--- config.mk ---
export PLATFORM = sky130hd
export DESIGN_NAME = rpn_sequencer
export DESIGN_NICKNAME = d
export VERILOG_FILES = /design/src/rtl/rpn_sequencer.sv
export SDC_FILE = /design/constraint.sdc
export NUM_CORES = 1
export LEC_CHECK = 0
export ABC_CLOCK_PERIOD_IN_PS = 3100
export CORE_MARGIN = 2
export CORE_UTILIZATION = 45
export CTS_CLUSTER_DIAMETER = 150
export DETAILED_ROUTE_END_ITERATION = 12
export GPL_ROUTABILITY_DRIVEN = 0
export PLACE_DENSITY = 0.86
export SETUP_SLACK_MARGIN = 0.1
export SYNTH_ARGS = -nofsm -noshare
export SYNTH_HDL_FRONTEND = slang
export SYNTH_SLANG_ARGS = --single-unit
export TNS_END_PERCENT = 30
--- constraint.sdc ---
create_clock -name clk -period 3.1 [get_ports clk]
set_clock_uncertainty 0.1 [all_clocks]
set_input_delay 0.31 -clock clk [delete_from_list [all_inputs] [get_ports clk]]
set_output_delay 0.31 -clock clk [all_outputs]
set_load 0.01 [all_outputs]
--- src/rtl/rpn_sequencer.sv ---
// rpn_sequencer
//   Sequences an RPN stack calculator from a stream of tokens. Each accepted
//   token is checked against a tracked stack depth; legal tokens produce one
//   calculator step, an end token at depth 1 returns the calculator's top of
//   stack over a result handshake. An illegal token latches a sticky error and
//   discards tokens up to the next end token, after which the calculator is
//   cleared.
//
// Ports
//   clk, nrst               clock (rising edge), asynchronous active-low reset
//   tok_valid/tok_ready     token handshake
//   tok_kind                00 push, 01 op, 10 end, 11 reserved
//   tok_op                  00 pass, 01 negate, 10 add, 11 multiply
//   tok_data                push value
//   calc_step               one-cycle step strobe to the calculator
//   calc_push/op/d          step fields, zero outside the step cycle
//   calc_clr                one-cycle calculator clear
//   calc_out                calculator top of stack
//   res_valid/res_ready     result handshake, res_data holds the result
//   depth                   tracked stack depth
//   err, err_code           sticky error: 01 underflow, 10 overflow, 11 bad end/kind
module rpn_sequencer #(
    parameter int DW        = 16,
    parameter int AW        = 10,
    parameter int DEPTH_MAX = 1023,
    parameter int STEP_GAP  = 1
) (
    input  logic          clk,
    input  logic          nrst,
    input  logic          tok_valid,
    output logic          tok_ready,
    input  logic [1:0]    tok_kind,
    input  logic [1:0]    tok_op,
    input  logic [DW-1:0] tok_data,
    output logic          calc_step,
    output logic          calc_push,
    output logic [1:0]    calc_op,
    output logic [DW-1:0] calc_d,
    output logic          calc_clr,
    input  logic [DW-1:0] calc_out,
    output logic          res_valid,
    input  logic          res_ready,
    output logic [DW-1:0] res_data,
    output logic [AW:0]   depth,
    output logic          err,
    output logic [1:0]    err_code
);

    localparam logic [2:0] IDLE   = 3'd0;
    localparam logic [2:0] ISSUE  = 3'd1;
    localparam logic [2:0] SETTLE = 3'd2;
    localparam logic [2:0] RESULT = 3'd3;
    localparam logic [2:0] DRAIN  = 3'd4;
    localparam logic [2:0] CLEAR  = 3'd5;

    localparam logic [1:0] K_PUSH = 2'b00;
    localparam logic [1:0] K_OP   = 2'b01;
    localparam logic [1:0] K_END  = 2'b10;

    localparam logic [1:0] E_UNDER = 2'b01;
    localparam logic [1:0] E_OVER  = 2'b10;
    localparam logic [1:0] E_BAD   = 2'b11;

    localparam int            CW       = (STEP_GAP > 1) ? $clog2(STEP_GAP + 1) : 1;
    localparam logic [AW:0]   DMAX     = (AW+1)'(DEPTH_MAX);
    localparam logic [AW:0]   D_ONE    = (AW+1)'(1);
    localparam logic [AW:0]   D_TWO    = (AW+1)'(2);
    // GAP_LAST is only used when STEP_GAP > 0.
    localparam logic [CW-1:0] GAP_LAST = CW'(STEP_GAP - 1);
    localparam logic [CW-1:0] GAP_FULL = CW'(STEP_GAP);

    logic [2:0]    state;
    logic [CW-1:0] cnt;
    logic          push_r;
    logic [1:0]    op_r;
    logic [DW-1:0] data_r;
    logic [AW:0]   depth_r;
    logic          err_r;
    logic [1:0]    err_code_r;
    logic          res_valid_r;
    logic [DW-1:0] res_data_r;
    logic          tok_xfer;
    logic          issue;

    // Gated by nrst so tok_ready is also 0 while reset is held.
    assign tok_ready = nrst && ((state == IDLE) || (state == DRAIN));
    assign tok_xfer  = tok_valid && tok_ready;
    assign issue     = (state == ISSUE);

    assign calc_step = issue;
    assign calc_push = issue && push_r;
    assign calc_op   = issue ? op_r : '0;
    assign calc_d    = issue ? data_r : '0;
    assign calc_clr  = (state == CLEAR);
    assign res_valid = res_valid_r;
    assign res_data  = res_data_r;
    assign depth     = depth_r;
    assign err       = err_r;
    assign err_code  = err_code_r;

    always_ff @(posedge clk or negedge nrst) begin
        if (!nrst) begin
            state       <= IDLE;
            cnt         <= '0;
            push_r      <= 1'b0;
            op_r        <= '0;
            data_r      <= '0;
            depth_r     <= '0;
            err_r       <= 1'b0;
            err_code_r  <= '0;
            res_valid_r <= 1'b0;
            res_data_r  <= '0;
        end else begin
            case (state)
                IDLE: begin
                    if (tok_xfer) begin
                        push_r     <= (tok_kind == K_PUSH);
                        op_r       <= tok_op;
                        data_r     <= tok_data;
                        cnt        <= '0;
                        // Cleared here; overridden below if this token errors.
                        err_r      <= 1'b0;
                        err_code_r <= '0;
                        case (tok_kind)
                            K_PUSH: begin
                                if (depth_r == DMAX) begin
                                    err_r      <= 1'b1;
                                    err_code_r <= E_OVER;
                                    state      <= DRAIN;
                                end else begin
                                    depth_r <= depth_r + D_ONE;
                                    state   <= ISSUE;
                                end
                            end
                            K_OP: begin
                                if (tok_op[1]) begin
                                    // Binary ops consume two entries, leave one.
                                    if (depth_r >= D_TWO) begin
                                        depth_r <= depth_r - D_ONE;
                                        state   <= ISSUE;
                                    end else begin
                                        err_r      <= 1'b1;
                                        err_code_r <= E_UNDER;
                                        state      <= DRAIN;
                                    end
                                end else if (depth_r != '0) begin
                                    state <= ISSUE;
                                end else begin
                                    err_r      <= 1'b1;
                                    err_code_r <= E_UNDER;
                                    state      <= DRAIN;
                                end
                            end
                            K_END: begin
                                if (depth_r == D_ONE) begin
                                    state <= RESULT;
                                end else begin
                                    // The end token is already consumed, so no drain.
                                    err_r      <= 1'b1;
                                    err_code_r <= E_BAD;
                                    state      <= CLEAR;
                                end
                            end
                            default: begin
                                err_r      <= 1'b1;
                                err_code_r <= E_BAD;
                                state      <= DRAIN;
                            end
                        endcase
                    end
                end
                ISSUE: begin
                    cnt <= '0;
                    if (STEP_GAP == 0) begin
                        state <= IDLE;
                    end else begin
                        state <= SETTLE;
                    end
                end
                SETTLE: begin
                    if (cnt == GAP_LAST) begin
                        state <= IDLE;
                    end else begin
                        cnt <= cnt + 1'b1;
                    end
                end
                RESULT: begin
                    if (!res_valid_r) begin
                        if (cnt == GAP_FULL) begin
                            res_data_r  <= calc_out;
                            res_valid_r <= 1'b1;
                        end else begin
                            cnt <= cnt + 1'b1;
                        end
                    end else if (res_ready) begin
                        res_valid_r <= 1'b0;
                        state       <= CLEAR;
                    end
                end
                DRAIN: begin
                    if (tok_xfer && (tok_kind == K_END)) begin
                        state <= CLEAR;
                    end
                end
                CLEAR: begin
                    depth_r <= '0;
                    state   <= IDLE;
                end
                default: begin
                    state <= IDLE;
                end
            endcase
        end
    end

endmodule
==> run_results.csv, run 1 <==
group,metric,value,unit
timing,slew_headroom,0.676,
grt,grt_overflow,0,
floorplanning,die_h,81.8,um
grt,grt_usage,0.184,
critical_path,start_kind,"flip-flop",
yosys,yosysSeqAreaShare,0.497,
critical_path,crit_path_end_kind,"output port",
floorplanning,core_area,5890,um2
yosys,syn_area,2720,um2
timing,fmax,0.383,GHz
timing,slew_viol_final,0,
min_path,hold_path_class,"input pin to async pin",
yosys,synth_area_leaders,"dfrtp_1 (50%), mux2_1 (14%), and2_1 (4.6%)",
finish,syn2layout_area_growth,39.8,%
cts,cts_buffers,5,
floorplanning,die_w,81.8,um
critical_path,startpoint,"state[2]",
critical_path,cp_max_fo,11,
finish,num-fill-cells,469,
timing,fin_crit_sh,0.843,
yosys,avgSynthCellArea,11.2,um2
timing,rsz0062_at_grt,"false",
drt,routed_via_density,5.32,
pwr,p_sw_frac,0.345,
pwr,seqPwrFrac,0.451,
pwr,p_leak,0.00162,uW
pwr,power_switching,848,uW
floorplanning,dieArea,6690,um2
floorplanning,start_util,0.462,
drt,wire_per_inst,14.3,um
cts,clock_sinks,54,
cts,cts-root-buf,"clkbuf_8",
critical_path,ff2ff_path_depth,7,
place,post-dp-hpwl,4450,um
place,pre_cts_ws,0.531,ns
timing,worst_slack,0.486,ns
flow_run,cap_violations,0,
critical_path,cp.depth,4,
pwr,combPwrFrac,0.396,
drt,vias,2187,
cts,clock_latency,0.30,ns
grt,antenna_found_initial,0,
yosys,synth_edf_count,0,
cts,cts_resized,0,
timing,period_needed,2.61,ns
drt,first_pass_iters,4,
critical_path,worst-path-buf-inv,2,
cts,clockBufferDepth,2,
cts,clkTransAtPathRegs,0.09,ns
critical_path,timing.rr.start,"depth[1]",
timing,setup_viol,0,
timing,tns,0,ns
cts,cts-htree-levels,2,
drt,drc,0,
finish,n_antenna_cell,0,
finish,drive_gt1_frac,0.0714,
yosys,synth_cell_type_count,53,
floorplanning,num_io_pins,93,
yosys,ys_seq_elements,54,
critical_path,reg2reg_to,"depth[9]",
yosys,synth.most_common_cell,"dfrtp_1",
timing,worst_pin_slew,0.483,ns
finish,final_nets,381,
pwr,irDropWorstVdd,0.457,mV
drt,drt-initial-drc-count,117,
grt,grt_pass1_vias,2091,
critical_path,worstPathRequired,2.69,ns
pwr,powerDensity,646,nW/um2
yosys,synthArstFlopShare,1.00,
yosys,synth_cells,243,
cts,postCtsSetupBuffers,0,
drt,drtAntennaViolNets,0,
yosys,synth_ff_type,"dfrtp_1",
place,portBuffers,92,
critical_path,cp_cell_sequence,"nor3b_2, buf_4, and2_1, clkdlybuf4s50_1",
yosys,netlist.area_leader.share,0.497,
outcome,status,"completed",
critical_path,slowest_delay,0.54,ns
floorplanning,rows,28,
pwr,p_int,1610,uW
timing,hold_viol,0,
yosys,yosys_warnings,0,
grt,grt_max_degree,41,
cts,hold_buffers,1,
yosys,synth_largest_area_cell,"dfrtp_1",
grt,grt_pass1_wl,9630,um
pwr,clock_power_share,0.153,
yosys,syn_nets,288,
critical_path,reg2reg_slack,0.80,ns
critical_path,timing_worst_setup_path_type,"flip-flop to output port",
critical_path,critical_path.top_delay_family,"buffers and inverters",
critical_path,crit_end,"calc_d[7]",
critical_path,arrival,2.20,ns
critical_path,crit_slowest_cell,"clkdlybuf4s50_1",
cts,cts_tree,"yes",
yosys,synthTopCellsByCount,"dfrtp_1 (54), mux2_1 (35), and2_1 (20), a21oi_1 (17), nor2_1 (13)",
drt,routed_wl,5870,um
registers in the layout (all words and copies together) (netlist names):
register,count
res_data,16
cnt,1
depth,11
op_r,2
res_valid,1
push_r,1
data_r,16
state,3
err_code,2
err,1
kinds of logic after synthesis:
| family | count (synthesis) | synth area share |
|---|---|---|
| AND/OR/NAND/NOR | 81 | 0.186 |
| adder cells (fa/ha/maj) | 5 | 0.0230 |
| XOR/XNOR | 2 | 0.00644 |
| AO/OA/AOI/OAI | 44 | 0.0989 |
| multiplexers | 37 | 0.153 |
| flip-flops | 54 | 0.497 |
| buffers and inverters | 20 | 0.0368 |
area by class of cell:
| class | instances | area (um2) | area share |
|---|---|---|---|
| clock inverters | 2 | 15.0 | 0.00395 |
| clock buffers | 5 | 68.8 | 0.0181 |
| multi-input cells | 169 | 1280 | 0.337 |
| inverters | 8 | 30.0 | 0.00789 |
| repair buffers | 98 | 963 | 0.253 |
| well taps | 75 | 93.8 | 0.0247 |
| flip-flops and latches | 54 | 1350 | 0.355 |
metrics by stage:
step / hold slack, ns / util / power, uW / instances / area, um2
after detailed placement: 0.179 / 0.630 / 2110 / 403 / 3710
after global routing: 0.399 / 0.646 / 2650 / 411 / 3800
final: 0.374 / 0.646 / 2460 / 411 / 3800
after CTS: 0.390 / 0.646 / 2490 / 411 / 3800
after global placement: 0.169 / 0.630 / 2080 / 403 / 3710
after floorplan: -0.0856 / - / 1680 / 243 / 2720
power by group through the flow:
stage / clock network, uW / registers, uW / logic, uW
after floorplan: 0 / 1100 / 581
after global placement: 0 / 1110 / 967
after detailed placement: 0 / 1120 / 985
after CTS: 394 / 1110 / 990
after global routing: 426 / 1150 / 1080
final: 376 / 1110 / 974
worst min-delay path by stage:
stage / to / cells past startpoint / slack (ns) / from
after floorplan: cnt / 0 / -0.09 / nrst
after global placement: data_r[10] / 1 / 0.17 / nrst
after detailed placement: data_r[10] / 1 / 0.18 / nrst
after CTS: data_r[11] / 1 / 0.39 / data_r[11]
after global routing: data_r[3] / 1 / 0.40 / data_r[3]
final: data_r[10] / 2 / 0.37 / nrst
placed cells by master (no fill, tap or decap), types with 2 or more instances in the layout:
cell type and n:
a21oi_1 17, a31oi_1 3, and2_1 20, and3_1 2, buf_4 5, clkbuf_8 5
clkdlybuf4s50_1 91, clkinvlp_4 2, dfrtp_1 54, ha_1 5, inv_1 7, mux2_1 35
nand2_1 8, nand2b_1 3, nand3_1 3, nand3b_1 2, nor2_1 13, nor2b_1 2
nor3_1 5, nor3_4 2, o21ai_0 3, o21ai_1 8, o31ai_1 2, or3_1 6
or4_1 2, xnor2_1 2
metal layers:
layer  GRT usage  wire length, um
met1       0.230             2540
met2       0.327             2830
met3      0.0407              442
met4      0.0400               60
met5           0                0
(Power assumes the default switching activity.)
==> inputs of run 2 (changes only) <==
--- a/config.mk
+++ b/config.mk
@@ -5,13 +5,13 @@
 export SDC_FILE = /design/constraint.sdc
 export NUM_CORES = 1
 export LEC_CHECK = 0
-export ABC_CLOCK_PERIOD_IN_PS = 3100
+export ABC_CLOCK_PERIOD_IN_PS = 2400
 export CORE_MARGIN = 2
-export CORE_UTILIZATION = 45
+export CORE_UTILIZATION = 41
 export CTS_CLUSTER_DIAMETER = 150
 export DETAILED_ROUTE_END_ITERATION = 12
 export GPL_ROUTABILITY_DRIVEN = 0
-export PLACE_DENSITY = 0.86
+export PLACE_DENSITY = 0.83
 export SETUP_SLACK_MARGIN = 0.1
 export SYNTH_ARGS = -nofsm -noshare
 export SYNTH_HDL_FRONTEND = slang
==> constraint.sdc (replaced) <==
create_clock -name clk -period 2.4 [get_ports clk]
set_clock_uncertainty 0.1 [all_clocks]
set_input_delay 0.24 -clock clk [delete_from_list [all_inputs] [get_ports clk]]
set_output_delay 0.24 -clock clk [all_outputs]
set_load 0.01 [all_outputs]
==> run 2 against run 1 <==
Compared with the run above: the run now ends with negative hold slack left; non-clock buffer count up 10; highest routed layer unchanged; die area up 9.3%; critical path type is now flip-flop to flip-flop; register-to-register slack got worse by 0.60 ns; worst setup slack got worse by 0.29 ns; largest power group is now combinational logic; critical endpoint is now depth[9]; power increased by 38%.
==> run_results.csv, run 2 (synthesis results as in run 1) <==
group,metric,value,unit
outcome,status,"finished, violations left",
outcome,failed_checks,"negative hold slack",
finish,syn2layout_area_growth,45.0,%
timing,fmax,0.455,GHz
pwr,irDropWorstVdd,0.573,mV
cts,cts_buffers,5,
pwr,combPwrFrac,0.412,
place,post-dp-hpwl,4480,um
timing,period_needed,2.20,ns
critical_path,timing_worst_setup_path_type,"flip-flop to flip-flop",
timing,slew_viol_final,0,
drt,vias,2229,
timing,setup_viol,0,
finish,n_antenna_cell,0,
pwr,seqPwrFrac,0.410,
pwr,powerDensity,861,nW/um2
grt,antenna_found_initial,0,
cts,clkTransAtPathRegs,0.10,ns
timing,tns,0,ns
critical_path,ff2ff_path_depth,5,
finish,final_nets,391,
drt,drc,0,
timing,slew_headroom,0.547,
pwr,p_leak,0.00169,uW
place,portBuffers,92,
pwr,clock_power_share,0.179,
flow_run,cap_violations,0,
critical_path,startpoint,"depth[3]",
min_path,hold_path_class,"input pin to async pin",
drt,routed_wl,6150,um
drt,first_pass_iters,4,
timing,finalHoldWorstSlack,-0.00287,ns
timing,rsz0062_at_grt,"true",
floorplanning,dieArea,7310,um2
critical_path,cp_max_fo,6,
cts,cts-htree-levels,2,
grt,grt_pass1_wl,10000,um
floorplanning,num_io_pins,93,
cts,clockBufferDepth,2,
grt,grt_pass1_vias,2150,
grt,busiest_layer,"met2",
drt,routed_via_density,5.26,
grt,grt_usage,0.170,
floorplanning,die_h,85.5,um
finish,final_cell_mix,"clkdlybuf4s50_1 (91), dfrtp_1 (51), mux2_1 (35), and2_1 (20), a21oi_1 (17)",
drt,drtAntennaViolNets,0,
pwr,p_int,2260,uW
critical_path,worstPathRequired,2.54,ns
critical_path,start_kind,"flip-flop",
timing,worst_pin_slew,0.680,ns
drt,wire_per_inst,14.5,um
critical_path,timing.rr.start,"depth[3]",
pwr,power_switching,1140,uW
grt,grtUsageMet1,0.224,
grt,grt_overflow,0,
finish,fin_cells,424,
floorplanning,die_w,85.5,um
cts,cts-root-buf,"clkbuf_8",
cts,clock_latency,0.31,ns
drt,drt-initial-drc-count,70,
grt,use_met2,0.281,
critical_path,arrival,2.34,ns
floorplanning,core_area,6390,um2
pwr,p_sw_frac,0.335,
floorplanning,start_util,0.426,
floorplanning,rows,29,
grt,met3_usage,0.0467,
cts,cts_tree,"yes",
timing,hold_viol,12,
cts,clock_sinks,54,
place,placed_cells,411,
timing,fin_crit_sh,0.916,
finish,num-fill-cells,534,
finish,drive_gt1_frac,0.121,
finish,final_common_cell,"clkdlybuf4s50_1",
critical_path,crit_path_end_kind,"flip-flop",
grt,grt_max_degree,57,
cts,hold_buffers,0,
==> run 2: cell count changes in the layout (fill, tap and decap cells not counted), sizes merged <==
cell / previous run / this run
buf: 6 / 16
bufinv: 0 / 1
clkbuf: 5 / 7
clkinvlp: 2 / 1
dlygate4sd3: 1 / 0
==> run 2: path summary, 6_finish.rpt <==
check,endpoint,slack (ns)
max,depth[9],0.20
min,res_data[1],-0.003
max reg2reg,depth[9],0.20
min reg2reg,data_r[4],0.38
max in group asynchronous,depth[1],1.73
min in group clk,data_r[4],0.38
==> run 2: layer usage <==
layer  vias to the layer above  wire, um
li1                       1070         -
met1                      1081      2770
met2                        72      2910
met3                         6       427
met4                         0        48
met5                         -         0
==> run 2: power by group through the flow <==
stage	sequential [uW]	combinational, uW	clock [uW]
floorplan	1420	751	0
detailed placement	1420	1330	0
finish	1390	1400	607
CTS	1400	1330	631
global route	1430	1540	664
global placement	1400	1300	0
==> run 2: layout make-up <==
type,instances,area (um2),area share
Clock buffer,6,72.6,0.0184
Timing Repair Buffer,108,1040,0.264
Sequential cell,54,1360,0.343
Multi-Input combinational cell,169,1310,0.332
Inverter,8,30.0,0.00761
Tap cell,77,96.3,0.0244
Clock inverter,2,37.5,0.00951
==> run 2: stage by stage <==
stage / power (uW) / setup WS, ns / hold slack, ns / util / cell area (um2)
2_1_floorplan: 2170 / 0.113 / -0.156 / - / 2720
3_3_place_gp: 2710 / 0.148 / 0.358 / 0.588 / 3760
3_5_place_dp: 2750 / 0.0909 / 0.363 / 0.588 / 3760
4_1_cts: 3370 / 0.112 / 0.0171 / 0.606 / 3870
5_1_grt: 3640 / 0.0922 / 0.0604 / 0.618 / 3950
6_report: 3400 / 0.201 / -0.00287 / 0.618 / 3950
==> run 2: worst max-delay path, cell delays in order, from the launching register on <==
cell,delay (ns)
dfrtp_2,0.43
or4_4,0.62
nor4_4,0.29
a21oi_2,0.08
or4_1,0.47
a21oi_1,0.15
==> run 2: timing repair <==
| action | CTS | global route |
|---|---|---|
| setup buffers | 0 | 4 |
| endpoints found under the setup margin | 1 | 26 |
| pin swaps | 0 | 1 |
| gates cloned | 0 | 1 |
| gates resized for setup | 1 | 9 |
==> inputs of run 3 (changes only) <==
--- a/config.mk
+++ b/config.mk
@@ -6,8 +6,10 @@
 export NUM_CORES = 1
 export LEC_CHECK = 0
 export ABC_CLOCK_PERIOD_IN_PS = 2400
+export CELL_PAD_IN_SITES_DETAIL_PLACEMENT = 0
+export CELL_PAD_IN_SITES_GLOBAL_PLACEMENT = 1
 export CORE_MARGIN = 2
-export CORE_UTILIZATION = 41
+export CORE_UTILIZATION = 31
 export CTS_CLUSTER_DIAMETER = 150
 export DETAILED_ROUTE_END_ITERATION = 12
 export GPL_ROUTABILITY_DRIVEN = 0
==> run 3 against run 2 <==
Compared with the run above: via count increased by 2.7%; utilization decreased by 15 points; non-clock buffer count increased by 9; largest power group unchanged; hold slack improved by 0.020 ns; first-iteration DRC count increased by 39%; die area increased by 31%; sequential share of layout area decreased by 0.66 points; global-route usage decreased by 2.6 points; critical path depth decreased by 1; critical path type is now flip-flop to output port; worst setup slack improved by 0.013 ns; the run now ends clean; count of clock-buffer cells in the layout increased by 1; cell count increased by 9.4%.
==> run_results.csv, run 3 (synthesis results as in run 1) <==
group,metric,value,unit
cts,clkTransAtPathRegs,0.10,ns
pwr,p_leak,0.00172,uW
cts,cts-htree-levels,2,
cts,cts_tree,"yes",
timing,period_needed,2.19,ns
grt,grt_overflow,0,
timing,fin_crit_sh,0.911,
floorplanning,num_io_pins,93,
critical_path,arrival,1.85,ns
finish,syn2layout_area_growth,47.9,%
place,post-dp-hpwl,5010,um
finish,final_cell_mix,"clkdlybuf4s50_1 (91), dfrtp_1 (51), mux2_1 (35), buf_4 (24), and2_1 (20)",
grt,grt_pass1_wl,11200,um
floorplanning,core_area,8640,um2
cts,clock_sinks,54,
timing,hold_viol,0,
outcome,status,"completed",
drt,top_layer_used,"met4",
drt,drtAntennaViolNets,0,
timing,fmax,0.457,GHz
flow_run,cap_violations,0,
grt,antenna_found_initial,0,
critical_path,start_kind,"flip-flop",
drt,drt-initial-drc-count,97,
critical_path,timing_worst_setup_path_type,"flip-flop to output port",
timing,setup_viol,0,
drt,routed_wl,6670,um
timing,tns,0,ns
floorplanning,rows,34,
drt,drc,0,
floorplanning,start_util,0.315,
timing,finalHoldWorstSlack,0.0171,ns
critical_path,crit_path_end_kind,"output port",
cts,hold_buffers,0,
finish,drive_gt1_frac,0.138,
critical_path,worstPathRequired,2.06,ns
timing,slew_headroom,0.538,
place,place_area,3870,um2
finish,design_area,4020,um2
cts,cts-root-buf,"clkbuf_8",
cts,clock_latency,0.31,ns
finish,n_antenna_cell,0,
grt,grt_pass1_vias,2257,
grt,grt_usage,0.144,
timing,worst_pin_slew,0.694,ns
min_path,hold_path_class,"input pin to async pin",
pwr,powerDensity,849,nW/um2
grt,grt_max_degree,57,
cts,cts_buffers,5,
floorplanning,dieArea,9540,um2
drt,wl_met3,349,um
drt,wire_per_inst,14.4,um
floorplanning,die_h,97.7,um
finish,final_common_cell,"clkdlybuf4s50_1",
finish,post-route-util,0.466,
cts,clockBufferDepth,2,
drt,vias,2290,
drt,first_pass_iters,6,
drt,wl_met1,3110,um
floorplanning,die_w,97.7,um
drt,routed_via_density,4.94,
pwr,irDropWorstVdd,0.491,mV
finish,final_nets,400,
timing,rsz0062_at_grt,"true",
timing,slew_viol_final,0,
drt,routed-wl-met2,3130,um
critical_path,cp_max_fo,20,
place,portBuffers,92,
## run 3: area by class of cell
cell class,instances,area [um2]
clock inverter,1,8.76
sequential,54,1360
tap,108,135
fill,828,4610
timing repair buffer,117,1110
multi-input combinational,169,1300
clock buffer,7,86.3
inverter,8,30.0
## run 3: worst max-delay path, cell delays in order, from the launching register on
cell             delay, ns
dfrtp_1               0.45
nor3b_2               0.21
buf_6                 0.19
and2_1                0.15
clkdlybuf4s50_1       0.53
## run 3: stage by stage
step | power, uW | std cells | setup WS (ns)
3_5_place_dp | 2860 | 452 | 0.0552
5_1_grt | 3660 | 464 | 0.0894
2_1_floorplan | 2170 | 243 | 0.113
3_3_place_gp | 2820 | 452 | 0.125
6_report | 3420 | 464 | 0.214
4_1_cts | 3410 | 460 | 0.131
## run 3: power breakdown
group	switching, uW	internal [uW]	leakage, uW	total [uW]
sequential	190	1190	0.000688	1380
combinational	676	816	0.000985	1490
clock	300	239	0.0000489	540
total	1170	2250	0.00172	3420
## run 3: path summary, 6_finish.rpt
check	startpoint	endpoint	slack, ns	cells past startpoint
worst max register to register	depth[5]	depth[8]	0.24	6
worst max-delay path	state[1]	calc_d[13]	0.21	4
max in group asynchronous	nrst	depth[5]	1.69	2
worst min register to register	data_r[7]	data_r[7]	0.38	1
worst min-delay path	nrst	data_r[6]	0.02	2
min in group clk	nrst	state[1]	0.36	5
## run 3: what timing repair did
action | CTS | global route
buffers inserted | 0 | 4
gates resized for setup | 1 | 7
pin swaps | 0 | 2
endpoints found under the setup margin | 9 | 29
## run 3: per-layer routing
metal | vias to the layer above | GRT usage
li1 | 1097 | -
met1 | 1102 | 0.201
met2 | 80 | 0.224
met3 | 11 | 0.0288
met4 | 0 | 0.0459
met5 | - | 0
